==> config.mk <==
export PLATFORM = sky130hd
export DESIGN_NAME = axi4l_cmd_master
export DESIGN_NICKNAME = d
export VERILOG_FILES = /design/src/rtl/axi4l_cmd_master.sv
export SDC_FILE = /design/constraint.sdc
export NUM_CORES = 1
export LEC_CHECK = 0
export BUFFER_PORTS_ARGS = -buffer_cell sky130_fd_sc_hd__buf_4
export CORE_ASPECT_RATIO = 0.9
export CORE_MARGIN = 2
export CORE_UTILIZATION = 40
export CTS_CLUSTER_DIAMETER = 40
export DETAILED_ROUTE_END_ITERATION = 8
export GPL_TIMING_DRIVEN = 0
export PLACE_DENSITY = 0.73
export SKIP_LAST_GASP = 1
export SYNTH_ARGS = -nofsm -noshare
export SYNTH_HDL_FRONTEND = slang
export SYNTH_SLANG_ARGS = --single-unit
==> constraint.sdc <==
create_clock -name axi4l_aclk -period 6.59 [get_ports axi4l_aclk]
set_clock_uncertainty 0.1 [all_clocks]
set_input_delay 0.3295 -clock axi4l_aclk [delete_from_list [all_inputs] [get_ports axi4l_aclk]]
set_output_delay 0.3295 -clock axi4l_aclk [all_outputs]
set_load 0.005 [all_outputs]
==> src/rtl/axi4l_cmd_master.sv <==
// axi4l_cmd_master: turns single read/write commands into AXI4-Lite
// transactions, one outstanding at a time, and returns one response per
// command.
//
// Optional build macro: AXI4L_CMD_MASTER_TIMEOUT_EN. When defined, a cycle
// counter aborts any transaction that stays in the AXI phases for
// TIMEOUT_CYCLES cycles and reports rsp_resp = 2'b11 with zero data. When
// undefined there is no counter and the block waits forever on AXI handshakes.
//
// Handshake rule used on every channel (cmd, rsp, AW, W, B, AR, R): a transfer
// happens on a rising clock edge where valid and ready are both high. A valid
// never waits for ready, never drops before its transfer, and its payload is
// held stable while it is high.
//
// dbg_state_o exposes the FSM state: 0 IDLE, 1 WR_REQ, 2 WR_RESP, 3 RD_REQ,
// 4 RD_RESP, 5 RSP.

module axi4l_cmd_master #(
  parameter int ADDR_WIDTH     = 32,
  parameter int DATA_WIDTH     = 32,
  parameter int TIMEOUT_CYCLES = 256
) (
  input  logic                      axi4l_aclk,
  input  logic                      axi4l_arstn,
  // command side
  input  logic                      cmd_valid,
  output logic                      cmd_ready,
  input  logic                      cmd_wr,
  input  logic [ADDR_WIDTH-1:0]     cmd_addr,
  input  logic [DATA_WIDTH-1:0]     cmd_wdata,
  input  logic [DATA_WIDTH/8-1:0]   cmd_wstrb,
  // response side
  output logic                      rsp_valid,
  input  logic                      rsp_ready,
  output logic [DATA_WIDTH-1:0]     rsp_rdata,
  output logic [1:0]                rsp_resp,
  // AW channel
  output logic [ADDR_WIDTH-1:0]     m_axi_awaddr,
  output logic                      m_axi_awvalid,
  input  logic                      m_axi_awready,
  // W channel
  output logic [DATA_WIDTH-1:0]     m_axi_wdata,
  output logic [DATA_WIDTH/8-1:0]   m_axi_wstrb,
  output logic                      m_axi_wvalid,
  input  logic                      m_axi_wready,
  // B channel
  input  logic [1:0]                m_axi_bresp,
  input  logic                      m_axi_bvalid,
  output logic                      m_axi_bready,
  // AR channel
  output logic [ADDR_WIDTH-1:0]     m_axi_araddr,
  output logic                      m_axi_arvalid,
  input  logic                      m_axi_arready,
  // R channel
  input  logic [DATA_WIDTH-1:0]     m_axi_rdata,
  input  logic [1:0]                m_axi_rresp,
  input  logic                      m_axi_rvalid,
  output logic                      m_axi_rready,
  // debug
  output logic [2:0]                dbg_state_o
);

  localparam int STRB_WIDTH = DATA_WIDTH / 8;

  // Elaboration-time parameter sanity checks.
  if (!(DATA_WIDTH == 32 || DATA_WIDTH == 64)) begin : g_bad_data_width
    $error("axi4l_cmd_master: DATA_WIDTH must be 32 or 64");
  end
  if (TIMEOUT_CYCLES < 1) begin : g_bad_timeout
    $error("axi4l_cmd_master: TIMEOUT_CYCLES must be at least 1");
  end

  typedef enum logic [2:0] {
    IDLE    = 3'd0,
    WR_REQ  = 3'd1,
    WR_RESP = 3'd2,
    RD_REQ  = 3'd3,
    RD_RESP = 3'd4,
    RSP     = 3'd5
  } state_e;

  state_e                  state_q, state_d;
  logic [ADDR_WIDTH-1:0]   addr_q, addr_d;
  logic [DATA_WIDTH-1:0]   wdata_q, wdata_d;
  logic [STRB_WIDTH-1:0]   wstrb_q, wstrb_d;
  logic                    aw_done_q, aw_done_d;
  logic                    w_done_q, w_done_d;
  logic [DATA_WIDTH-1:0]   rsp_rdata_q, rsp_rdata_d;
  logic [1:0]              rsp_resp_q, rsp_resp_d;

  logic cmd_accept;
  logic aw_fire;
  logic w_fire;
  logic busy;
  logic timeout_hit;

  // Command acceptance is only possible in IDLE and never while reset is held.
  assign cmd_ready     = (state_q == IDLE) && !axi4l_arstn;
  assign cmd_accept    = cmd_valid && cmd_ready;

  // AXI valid/ready are pure functions of state and the per-channel done flags.
  assign m_axi_awvalid = (state_q == WR_REQ) && !aw_done_q;
  assign m_axi_wvalid  = (state_q == WR_REQ) && !w_done_q;
  assign m_axi_bready  = (state_q == WR_RESP);
  assign m_axi_arvalid = (state_q == RD_REQ);
  assign m_axi_rready  = (state_q == RD_RESP);
  assign rsp_valid     = (state_q == RSP);

  assign aw_fire = m_axi_awvalid && m_axi_awready;
  assign w_fire  = m_axi_wvalid && m_axi_wready;
  assign busy    = (state_q == WR_REQ) || (state_q == WR_RESP) ||
                   (state_q == RD_REQ) || (state_q == RD_RESP);

  // Address and write payload come straight from the command registers, so
  // they stay stable for the whole transaction. The address is not aligned.
  assign m_axi_awaddr = addr_q;
  assign m_axi_araddr = addr_q;
  assign m_axi_wdata  = wdata_q;
  assign m_axi_wstrb  = wstrb_q;
  assign rsp_rdata    = rsp_rdata_q;
  assign rsp_resp     = rsp_resp_q;
  assign dbg_state_o  = state_q;

`ifdef AXI4L_CMD_MASTER_TIMEOUT_EN
  localparam int TW = $clog2(TIMEOUT_CYCLES + 1);
  localparam logic [TW-1:0] TMO_LAST = TW'(TIMEOUT_CYCLES - 1);

  logic [TW-1:0] tmo_cnt_q, tmo_cnt_d;

  // Count busy cycles; cleared on each accepted command, saturating at the
  // last count so a late timeout still fires in the next busy state.
  always_comb begin
    tmo_cnt_d = tmo_cnt_q;
    if (cmd_accept) begin
      tmo_cnt_d = '0;
    end else if (busy && (tmo_cnt_q < TMO_LAST)) begin
      tmo_cnt_d = tmo_cnt_q + 1'b1;
    end
  end

  // Timeout counter register.
  always_ff @(posedge axi4l_aclk or posedge axi4l_arstn) begin
    if (axi4l_arstn) begin
      tmo_cnt_q <= '0;
    end else begin
      tmo_cnt_q <= tmo_cnt_d;
    end
  end

  assign timeout_hit = busy && (tmo_cnt_q >= TMO_LAST);
`else
  assign timeout_hit = 1'b0;
`endif

  // Next-state and datapath: a real handshake always wins over a timeout
  // landing in the same cycle.
  always_comb begin
    state_d     = state_q;
    addr_d      = addr_q;
    wdata_d     = wdata_q;
    wstrb_d     = wstrb_q;
    aw_done_d   = aw_done_q;
    w_done_d    = w_done_q;
    rsp_rdata_d = rsp_rdata_q;
    rsp_resp_d  = rsp_resp_q;

    case (state_q)
      IDLE: begin
        if (cmd_accept) begin
          addr_d    = cmd_addr;
          wdata_d   = cmd_wdata;
          wstrb_d   = cmd_wstrb;
          aw_done_d = 1'b0;
          w_done_d  = 1'b0;
          state_d   = cmd_wr ? WR_REQ : RD_REQ;
        end
      end
      WR_REQ: begin
        // AW and W complete independently, in any order or together.
        aw_done_d = aw_done_q || aw_fire;
        w_done_d  = w_done_q || w_fire;
        if (aw_done_d && w_done_d) begin
          state_d = WR_RESP;
        end else if (timeout_hit) begin
          rsp_rdata_d = '0;
          rsp_resp_d  = 2'b11;
          state_d     = RSP;
        end
      end
      WR_RESP: begin
        if (m_axi_bvalid) begin
          rsp_rdata_d = '0;
          rsp_resp_d  = m_axi_bresp;
          state_d     = RSP;
        end else if (timeout_hit) begin
          rsp_rdata_d = '0;
          rsp_resp_d  = 2'b11;
          state_d     = RSP;
        end
      end
      RD_REQ: begin
        if (m_axi_arready) begin
          state_d = RD_RESP;
        end else if (timeout_hit) begin
          rsp_rdata_d = '0;
          rsp_resp_d  = 2'b11;
          state_d     = RSP;
        end
      end
      RD_RESP: begin
        if (m_axi_rvalid) begin
          rsp_rdata_d = m_axi_rdata;
          rsp_resp_d  = m_axi_rresp;
          state_d     = RSP;
        end else if (timeout_hit) begin
          rsp_rdata_d = '0;
          rsp_resp_d  = 2'b11;
          state_d     = RSP;
        end
      end
      RSP: begin
        if (rsp_ready) begin
          state_d = IDLE;
        end
      end
      default: begin
        state_d = IDLE;
      end
    endcase
  end

  // State and datapath registers; reset abandons any transaction in flight.
  always_ff @(posedge axi4l_aclk or posedge axi4l_arstn) begin
    if (axi4l_arstn) begin
      state_q     <= IDLE;
      addr_q      <= '0;
      wdata_q     <= '0;
      wstrb_q     <= '0;
      aw_done_q   <= 1'b0;
      w_done_q    <= 1'b0;
      rsp_rdata_q <= '0;
      rsp_resp_q  <= 2'b00;
    end else begin
      state_q     <= state_d;
      addr_q      <= addr_d;
      wdata_q     <= wdata_d;
      wstrb_q     <= wstrb_d;
      aw_done_q   <= aw_done_d;
      w_done_q    <= w_done_d;
      rsp_rdata_q <= rsp_rdata_d;
      rsp_resp_q  <= rsp_resp_d;
    end
  end

endmodule

# == Yosys cells after proc, flatten, opt, wreduce, memory -nomap -nowiden ==
# Cells that the tools add are included.
# W data, S select, Z words.
# classes
n_eq_ne,11
muxes,17
n_reduce_logical,19
# op_table
cell,count
$mux W32,2
$pmux W32 S2,1
$mux W3,6
$pmux W3 S6,1
$logic_and A1 B1 Y1,7
$eq A3 B2 Y1 const B,2
$eq A3 B3 Y1 const B,2
$mux W2,3
$ne A2 B1 Y1 const B,3
$ne A2 B2 Y1 const B,3
$reduce_and A6 Y1,1
$pmux W1 S2,2
$pmux W2 S2,1
$reduce_and A2 Y1,2
$reduce_bool A2 Y1,2
$eq A3 B1 Y1 const B,1
$logic_not A1 Y1,3
$logic_not A3 Y1,1
$reduce_and A3 Y1,1
$logic_or A1 B1 Y1,2
$mux W1,1
# totals
register_bits,107
input_bits,114

# == Longest topological paths before layout ==
# logic_depth
word_depth,7
mapped_depth,5
ltp_nobuf,4

# == Worst setup path after synthesis ==
# Ideal clock, no wire load.
# synth_timing
path_type,reg-to-reg
startpoint,"register state_q[0], in the netlist dbg_state_o[0]"
endpoint,"register wdata_q[0], in the netlist m_axi_wdata[0]"
setup_time_ps,127
arrival_time_ps,1549
required_time_ps,6363
path_slack_ps,4814
stages_incl_launch_ff,6
n_path_buf,2
synth_period_minus_slack_ps,1776
cell_sequence,dfrtp_1 nor4_2 and2_1 buf_6 buf_8 mux2_1
# synth_via
elab_chain_cells,4
# synth_rtl
item,line_no,source
start: declaration,82,"state_e state_q, state_d;"
start signal: assignment,244,state_q <= state_d;
$logic_not A3 Y1,98,assign cmd_ready = (state_q == IDLE) && !axi4l_arstn;
$logic_and A1 B1 Y1,98,
via cmd_ready,27,"output logic cmd_ready,"
$logic_and A1 B1 Y1,99,assign cmd_accept = cmd_valid && cmd_ready;
$reduce_and A2 Y1 (no line),n/a,
end signal: assignment,246,wdata_q <= wdata_d;
end: declaration,84,"logic [DATA_WIDTH-1:0] wdata_q, wdata_d;"
# The timed path passes the listed nets, and every way through them passes these cells.
# A chain may end at the register's enable or synchronous reset.

# == Worst setup path after layout ==
# layout_timing
startpoint,"register state_q[0], in the netlist dbg_state_o[0]"
endpoint,output port m_axi_wvalid
# layout_via
elab_chain_cells,2
# layout_rtl
item,line_no,source
$eq A3 B1 Y1,103,assign m_axi_wvalid = (state_q == WR_REQ) && !w_done_q;
$logic_and A1 B1 Y1,103,
end: declaration,44,"output logic m_axi_wvalid,"
# Every way passes these cells.

==> out/results.tsv <==
stage	metric	value	unit
outcome	outcome	finished clean	
flow_run	max_cap viols	0	
logic_synthesis	post-synthesis xor/xnor area fraction	0	
floorplan	io pins	258	
worst_setup_path	Req. time, crit path	6.16	ns
logic_synthesis	Distinct cells, synth	31	
logic_synthesis	post-synthesis register bit count	107	
logic_synthesis	ys async rst share	1.00	
global_routing	first-pass GRT wire length	19000	um
logic_synthesis	main combinational cell family by area after synthesis	multiplexers	
sta	Least-Margin Pin Slew	0.818	ns
cts	CTS Buf Count	9	
hold_path	Hold Path Class	in2async	
cts	clk root buf	clkbuf_16	
power_and_ir_drop	Leakage	0.00364	uW
global_routing	largest net degree at the start of global routing	66	
drt	detailed-route via count	3485	
sta	fin. max-slew vios	0	
worst_setup_path	critical path startpoint category	flop	
logic_synthesis	multiplexer share of the synthesized area	0.223	
cts	Hold-fix buffers, CTS	0	
logic_synthesis	Synth Warn #	0	
logic_synthesis	post-synthesis simple-gate area fraction	0.0336	
logic_synthesis	synthesized area	4690	sq um
floorplan	Starting Density	0.410	
drt	Pre-Repair DR Iteration Count	4	
cts	Reg clk slew, reported paths	0.07	ns
global_routing	vias in the first global route	3591	
worst_setup_path	Worst EP arrival	1.84	ns
logic_synthesis	top-count cell post-synth	dfrtp_1	
global_routing	initial antenna violation count	0	
final_layout	n_diodes	0	
cts	Max Buffers Root-to-Sink	2	
final_layout	Multi-input gate area	1580	sq um
logic_synthesis	fraction of the mapped netlist area in compound gates	0.0789	
logic_synthesis	ys flop type	dfrtp_1	
sta	Tcrit/Tclk final	0.344	
place	dpl hpwl	9110	um
drt	drt wl/cell	16.3	um
worst_setup_path	crit-path max FO	10	
drt	drt drc	0	
cts	H-tree depth	3	
worst_setup_path	crit end category	output pin	
logic_synthesis	post-synth top area cell	dfrtp_1	
logic_synthesis	Yosys top cell area share	0.571	
sta	relative slew slack	0.455	
sta	min cycle time layout	2.27	ns
power_and_ir_drop	Power Total	3340	uW
place	gpl congestion	0.929	
logic_synthesis	Mean Syn Cell Area	15.2	sq um
final_layout	FF/Latch Area	2680	sq um
floorplan	core area	11400	sq um
cts	PostCTS Resize Cnt	0	
sta	Hold Vio Cnt, Final	0	
power_and_ir_drop	Peak VDD IR	0.214	mV
sta	RSZ-0062 raised after global routing	no	
global_routing	GRT overflow	0	
logic_synthesis	Syn Inst Count	308	
cts	Worst-Skew Late Latency	0.34	ns
final_layout	share of cells above drive strength 1	0.667	
power_and_ir_drop	pwr/cell area	469	nW/um^2
place	input/output buffers	257	
global_routing	total track usage	0.191	
sta	setup violators final	0	
drt	Routed Antenna Nets	0	
floorplan	Row Count	37	
cts	Num Clock Sinks	107	
logic_synthesis	Syn Nets	422	
logic_synthesis	sequential share of the synthesized area	0.571	
cts	post-CTS setup buffers	0	
final_layout	Final #Nets	691	
logic_synthesis	Synth area leaders	dfrtp_1 57%, mux2_4 19%, a22o_1 6.0%	
floorplan	Die W	118	um
logic_synthesis	Synth Area in Adders	0	
cts	CTS tree	yes	
drt	via/cell ratio	4.72	
final_layout	Filler Cell Count	905	
floorplan	die span in y	107	um
sta	total negative setup slack	0	ns
sta	Max Clock Freq	0.441	GHz
logic_synthesis	Post-synth EDFFs	0	
drt	DR iter-0 viols	171	
floorplan	full die area	12600	sq um
drt	WL final	12000	um
logic_synthesis	commonest cells in the netlist	107 x dfrtp_1, 60 x mux2_4, 32 x a22o_1, 32 x buf_4, 11 x nor2_1	
worst_setup_path	Crit Path Category	reg2out	
final_layout	Area Overhead vs Synth	51.9	%
## critical path, stage by stage, from the launching register on
cell and delay (ns):
dfrtp_1 0.46, buf_2 0.26, inv_1 0.14, or3_1 0.41, nor2_1 0.12, buf_4 0.12
## layout make-up
| class | count | area share |
|---|---|---|
| tap | 156 | 0.0274 |
| sequential | 107 | 0.376 |
| timing repair buffer | 258 | 0.274 |
| clock buffer | 12 | 0.0332 |
| inverter | 3 | 0.00193 |
| buffer | 49 | 0.0600 |
| clock inverter | 4 | 0.00720 |
| multi-input combinational | 149 | 0.221 |
## state kept, by name, summed over array words and instances (netlist names)
name	flops
aw_done_q	1
dbg_state_o	3
rsp_resp	2
m_axi_wdata	32
m_axi_araddr	32
m_axi_wstrb	4
w_done_q	1
rsp_rdata	32
## kinds of logic after synthesis
group	Yosys count
buffers and inverters	52
AO/OA/AOI/OAI	45
flip-flops	107
multiplexers	73
AND/OR/NAND/NOR	31
## layout by cell type (no fill, tap or decap), drive strengths merged, types with 3 or more instances in the layout
cell / netlist / layout
a21oi: 3 / 3
a22o: 32 / 32
buf: 46 / 304
clkbuf: 3 / 15
dfrtp: 107 / 107
inv: 3 / 3
mux2: 73 / 73
nand2: 6 / 6
nor2: 11 / 11
nor3: 6 / 6
o21ai: 3 / 3
## power by group
group | internal, uW | switching [uW] | total (uW) | leakage, uW
Clock | 295 | 230 | 525 | 0.000137
Sequential | 982 | 232 | 1210 | 0.00131
Combinational | 1100 | 505 | 1600 | 0.00219
Total | 2380 | 967 | 3340 | 0.00364
## stage by stage
step           cells  setup slack [ns]  area, sq um  hold slack [ns]  utilization
3_5_place_dp     722              4.71         6840            0.377        0.598
4_1_cts          738              4.31         7130           0.0839        0.623
6_report         738              4.32         7130           0.0599        0.623
3_3_place_gp     721              2.11         6820            0.372        0.596
5_1_grt          738              4.20         7130           0.0815        0.623
2_1_floorplan    308              3.34         4690            0.362            -
## final timing paths
kind	from	end	slack, ns	cells past startpoint
min reg2reg	m_axi_wdata[2]	m_axi_wdata[2]	0.39	1
max in group asynchronous	axi4l_arstn	m_axi_araddr[24]	5.63	3
max	dbg_state_o[0]	m_axi_wvalid	4.32	5
min	axi4l_arstn	aw_done_q	0.06	2
max reg2reg	dbg_state_o[1]	m_axi_wdata[8]	4.70	5
min in group axi4l_aclk	cmd_wdata[2]	m_axi_wdata[2]	0.10	2
## routing by layer
layer	vias to the layer above	track usage	routed length, um
met5	-	0	0
met4	0	0.0585	185
met3	15	0.0564	929
met2	167	0.326	6120
met1	1707	0.234	4790
li1	1596	-	-
No activity file was read; power rests on OpenSTA's default activity.
